==> src/rtl/w_input_conditioner.sv <==
// w_input_conditioner: synchronises and debounces the external raw_in
// level into the registered complementary pair W/_W for the Mealy detector.
// Build option: define SYNC_STAGE3_EN to add a third synchroniser flop
// (every latency figure grows by one cycle).
module w_input_conditioner #(
  parameter int DEBOUNCE_CYCLES = 4,
  parameter int CNT_WIDTH       = 3
) (
  input  logic clk,
  input  logic reset,
  input  logic raw_in,
  output logic W,
  output logic _W,
  output logic busy
);

`ifdef SYNC_STAGE3_EN
  localparam int SYNC_STAGES = 3;
`else
  localparam int SYNC_STAGES = 2;
`endif

  // State encoding: bit 1 is the level W is (or stays) at, bit 0 marks a
  // qualification in progress.
  localparam logic [1:0] IDLE_LOW   = 2'b00;
  localparam logic [1:0] CHECK_HIGH = 2'b01;
  localparam logic [1:0] IDLE_HIGH  = 2'b10;
  localparam logic [1:0] CHECK_LOW  = 2'b11;

  localparam logic [CNT_WIDTH-1:0] CNT_LAST = CNT_WIDTH'(DEBOUNCE_CYCLES - 1);
  localparam logic [CNT_WIDTH-1:0] CNT_ONE  = CNT_WIDTH'(1);
  localparam logic [CNT_WIDTH-1:0] CNT_ZERO = '0;

  logic [SYNC_STAGES-1:0] r_sync;
  logic                   w_sync;
  logic [1:0]             r_state;
  logic [1:0]             w_state_next;
  logic [CNT_WIDTH-1:0]   r_cnt;
  logic [CNT_WIDTH-1:0]   w_cnt_next;
  logic                   w_w_next;
  logic                   w_busy_next;
  logic                   r_w;
  logic                   r_wn;
  logic                   r_busy;

  // Only the last synchroniser stage is allowed to reach the debounce FSM.
  assign w_sync = r_sync[SYNC_STAGES-1];

  // Synchroniser chain: raw_in enters at bit 0 and shifts toward the FSM.
  always_ff @(posedge clk) begin
    if (reset) begin
      r_sync <= '0;
    end else begin
      r_sync <= {r_sync[SYNC_STAGES-2:0], raw_in};
    end
  end

  // Debounce next-state and counter logic; an opposite-level sample during
  // a check aborts it, a full run of new-level samples commits it.
  always_comb begin
    w_state_next = r_state;
    w_cnt_next   = r_cnt;
    case (r_state)
      IDLE_LOW: begin
        if (w_sync) begin
          w_state_next = CHECK_HIGH;
          w_cnt_next   = CNT_ONE;
        end else begin
          w_cnt_next   = CNT_ZERO;
        end
      end
      CHECK_HIGH: begin
        if (!w_sync) begin
          w_state_next = IDLE_LOW;
          w_cnt_next   = CNT_ZERO;
        end else if (r_cnt == CNT_LAST) begin
          w_state_next = IDLE_HIGH;
          w_cnt_next   = CNT_ZERO;
        end else begin
          w_cnt_next   = r_cnt + CNT_ONE;
        end
      end
      IDLE_HIGH: begin
        if (!w_sync) begin
          w_state_next = CHECK_LOW;
          w_cnt_next   = CNT_ONE;
        end else begin
          w_cnt_next   = CNT_ZERO;
        end
      end
      CHECK_LOW: begin
        if (w_sync) begin
          w_state_next = IDLE_HIGH;
          w_cnt_next   = CNT_ZERO;
        end else if (r_cnt == CNT_LAST) begin
          w_state_next = IDLE_LOW;
          w_cnt_next   = CNT_ZERO;
        end else begin
          w_cnt_next   = r_cnt + CNT_ONE;
        end
      end
      default: begin
        w_state_next = IDLE_LOW;
        w_cnt_next   = CNT_ZERO;
      end
    endcase
  end

  // Output decode from the next state so W/_W/busy are registered in step
  // with the state they describe.
  always_comb begin
    w_w_next    = (w_state_next == IDLE_HIGH) || (w_state_next == CHECK_LOW);
    w_busy_next = (w_state_next == CHECK_HIGH) || (w_state_next == CHECK_LOW);
  end

  // State, counter and output registers; reset forces the low idle level.
  always_ff @(posedge clk) begin
    if (reset) begin
      r_state <= IDLE_LOW;
      r_cnt   <= CNT_ZERO;
      r_w     <= 1'b0;
      r_wn    <= 1'b1;
      r_busy  <= 1'b0;
    end else begin
      r_state <= w_state_next;
      r_cnt   <= w_cnt_next;
      r_w     <= w_w_next;
      r_wn    <= ~w_w_next;
      r_busy  <= w_busy_next;
    end
  end

  assign W    = r_w;
  assign _W   = r_wn;
  assign busy = r_busy;

endmodule
==> config.mk <==
export PLATFORM = sky130hd
export DESIGN_NAME = w_input_conditioner
export DESIGN_NICKNAME = d
export VERILOG_FILES = /design/src/rtl/w_input_conditioner.sv
export SDC_FILE = /design/constraint.sdc
export NUM_CORES = 1
export LEC_CHECK = 0
export BUFFER_PORTS_ARGS = -buffer_cell sky130_fd_sc_hd__clkbuf_2
export CAP_MARGIN = 40
export CORE_AREA = 2 2 39 41
export DETAILED_ROUTE_END_ITERATION = 8
export DIE_AREA = 0 0 41 43
export GPL_TIMING_DRIVEN = 0
export SETUP_SLACK_MARGIN = 0.3
export SYNTH_ARGS = -nofsm -noshare
export SYNTH_HDL_FRONTEND = slang
export SYNTH_SLANG_ARGS = --single-unit
export TNS_END_PERCENT = 100
==> constraint.sdc <==
create_clock -name clk -period 1.65 [get_ports clk]
set_input_delay 0.33 -clock clk [delete_from_list [all_inputs] [get_ports clk]]
set_output_delay 0.33 -clock clk [all_outputs]
set_load 0.01 [all_outputs]
==> flow_summary.rst <==
.. list-table::
   :header-rows: 1

   * - Metric
     - Value
   * - Commonest non-fill, non-tap cell in the layout
     - sky130_fd_sc_hd__dfxtp_1
   * - Startpoint type of the worst setup path
     - flip-flop
   * - Clock Tree Buf Depth
     - 2
   * - Count of unique library cells instantiated by Yosys
     - 12
   * - F_max
     - 0.810 GHz
   * - Maximum number of pins on one net before global-route repair
     - 10
   * - Number of antenna violations at the first check in global routing
     - 0
   * - Starting utilization of the core area
     - 0.230
   * - Core box area
     - 1380 sq um
   * - Clock Sink Count
     - 9
   * - Area of the multi-input gates
     - 126 sq um
   * - Netlist area before placement
     - 318 sq um
   * - Critical Path End Type
     - flip-flop
   * - Pwr Density
     - 1040 nW/um^2
   * - GRT Util Overall
     - 0.0825
   * - DRC viols
     - 0
   * - Number of port buffers
     - 5
   * - Leftover overflow at the end of global routing
     - 0
   * - Synth-to-layout area growth
     - 22.4%
   * - Combined flip-flop and latch cell area
     - 180 sq um
   * - Tightest slew margin relative to the limit
     - 0.689
   * - Die width
     - 41 um
   * - Post-CTS Hold Buffers
     - 0
   * - Worst setup skew after layout
     - 4.67 ps
   * - Gpl congestion
     - 0.646
   * - Synthesized Nets
     - 30
   * - Yosys Warn Count
     - 0
   * - H-tree Lvls
     - 1
   * - CTS root buf
     - sky130_fd_sc_hd__clkbuf_4
   * - Mapped Avg Cell Area
     - 12.2 sq um
   * - Final period demand of the worst path
     - 1230 ps
   * - Clock input transition at the sequential cells of the worst setup and hold paths
     - 60 ps
   * - Post-CTS setup-driven buffer insertion count
     - 0
   * - Drt pass-1 iters
     - 3
   * - Measured slew at the worst slew-check pin
     - 463 ps
   * - Path category of the worst min-delay check
     - in -> reg
   * - Classification of the worst setup path
     - reg -> reg
   * - Number of endpoints with negative hold slack in the final report
     - 0
   * - Total I/O pin count
     - 6
   * - Biggest fanout along the worst timing path
     - 5
   * - Synthesized instance count
     - 26
   * - Post-detailed-route via-to-cell ratio
     - 4.24
   * - Final cycle utilization of the critical path
     - 0.748
   * - Arrival time reported for the critical path endpoint
     - 1390 ps
   * - Final setup TNS
     - 0 ps
   * - Max Cap Violations
     - 0
   * - Max VDD drop
     - 535 uV
   * - Fill cell instance count of the final layout
     - 144
   * - First-pass GRT wire length
     - 903 um
   * - Starting DRT DRC Count
     - 3
   * - TritonCTS clock tree
     - built
   * - Leakage power of the design
     - 0.000155 uW
   * - Detailed Route WL
     - 475 um
   * - NumNets Final
     - 40
   * - FP Rows
     - 14
   * - Die area
     - 1760 sq um
   * - Antenna-violating nets left
     - 0
   * - Detailed-route via count
     - 216
   * - Share of the yosys chip area belonging to registers
     - 0.567
   * - Number of flip-flops and latches in the synthesized netlist
     - 9
   * - Total inserted antenna cells
     - 0
   * - Vias in the first global route
     - 207
   * - Wire length per cell after detailed routing
     - 9.31 um
   * - Die H
     - 43 um
   * - Proportion of layout cells with a drive suffix above 1
     - 0.314
   * - Commonest cells after routing, fill and taps aside
     - sky130_fd_sc_hd__dfxtp_1 (9), sky130_fd_sc_hd__clkbuf_2 (5), sky130_fd_sc_hd__nor2b_1 (4), sky130_fd_sc_hd__nor3_1 (4), sky130_fd_sc_hd__clkbuf_4 (3)
   * - Clock buffers created by TritonCTS
     - 3
   * - Final-report max-slew violation count
     - 0
   * - Status
     - finished clean
   * - HPWL after detailed placement
     - 331 um
   * - Unrepaired setup endpoints after global routing
     - no
   * - Number of setup violations in the final report
     - 0
   * - Insertion delay of the later-clocked pin in the worst-skew pair
     - 260 ps
   * - Count of instances resized after the clock tree is built
     - 0
   * - Required time of the critical path
     - 1800 ps
   * - Worst-case hold slack
     - 284 ps
## Yosys cell counts
master                      n  area share
sky130_fd_sc_hd__dfxtp_1    9        0.57
sky130_fd_sc_hd__nor2b_1    4       0.079
sky130_fd_sc_hd__nor3_1     4       0.063
sky130_fd_sc_hd__a2111oi_2  1       0.047
sky130_fd_sc_hd__and3b_1    1       0.028
sky130_fd_sc_hd__buf_6      1       0.035
sky130_fd_sc_hd__ha_1       1       0.039
sky130_fd_sc_hd__mux2_4     1       0.047
sky130_fd_sc_hd__mux2i_1    1       0.031
sky130_fd_sc_hd__nand2_1    1       0.012
sky130_fd_sc_hd__nand3b_1   1       0.024
sky130_fd_sc_hd__xnor2_1    1       0.028
## flip-flops by register name, indices dropped and copies added, names as in the netlist
register  cells
r_state       1
_W            1
busy          1
r_cnt         3
W             1
r_sync        2
## cells by family (layout without fill, tap and decap cells)
| group | after synthesis | count (layout) | synth area share |
|---|---|---|---|
| adders and majority gates | 1 | 1 | 0.0394 |
| xor gates and xnor gates | 1 | 1 | 0.0276 |
| DFF | 9 | 9 | 0.567 |
| and+or+nand+nor | 11 | 11 | 0.205 |
| buffers and inverters | 1 | 10 | 0.0354 |
| muxes | 2 | 2 | 0.0787 |
| AOI/OAI and AO/OA | 1 | 1 | 0.0472 |
## worst max-delay path, stage by stage (launching register included)
cell                      delay, ps
sky130_fd_sc_hd__dfxtp_1        330
sky130_fd_sc_hd__ha_1           200
sky130_fd_sc_hd__and3b_1        180
sky130_fd_sc_hd__buf_6          130
sky130_fd_sc_hd__mux2_4         280
## area by class of cell
cell class | count | share of cell area
clock buffer | 4 | 0.0675
tap | 16 | 0.0514
sequential | 9 | 0.463
multi-input combinational | 16 | 0.325
timing repair buffer | 5 | 0.0643
buffer | 1 | 0.0289
## routing by layer
metal	part of all wire	wire [um]	track usage	vias to the layer above
met5	0	0	0	-
li1	-	-	-	111
met3	0.099	47	0.0628	2
met4	0.021	10	0.0600	0
met1	0.48	230	0.104	95
met2	0.39	186	0.0906	8
## final timing paths
| check | from | end | slack, ps | cells after the start |
|---|---|---|---|---|
| worst max-delay path | r_cnt[0] | W | 420 | 4 |
| worst max register to register | r_cnt[0] | W | 420 | 4 |
| worst min-delay path | raw_in | r_sync[0] | 280 | 2 |
| worst min register to register | r_sync[0] | r_sync[1] | 440 | 1 |
## per-stage QoR
stage	cell area [sq um]	power, uW	worst slack (ps)	utilization	std cells
2_1_floorplan	318	234	464	-	26
3_3_place_gp	363	241	435	0.262	47
3_5_place_dp	363	241	418	0.262	47
4_1_cts	389	415	415	0.281	51
5_1_grt	389	428	349	0.281	51
6_report	389	404	416	0.281	51
## report_power, final
part | internal (uW) | switching [uW]
clock | 93.1 | 75.5
sequential | 221 | 2.17
combinational | 5.34 | 6.84
Note: power is estimated with default switching activity, not from simulation.
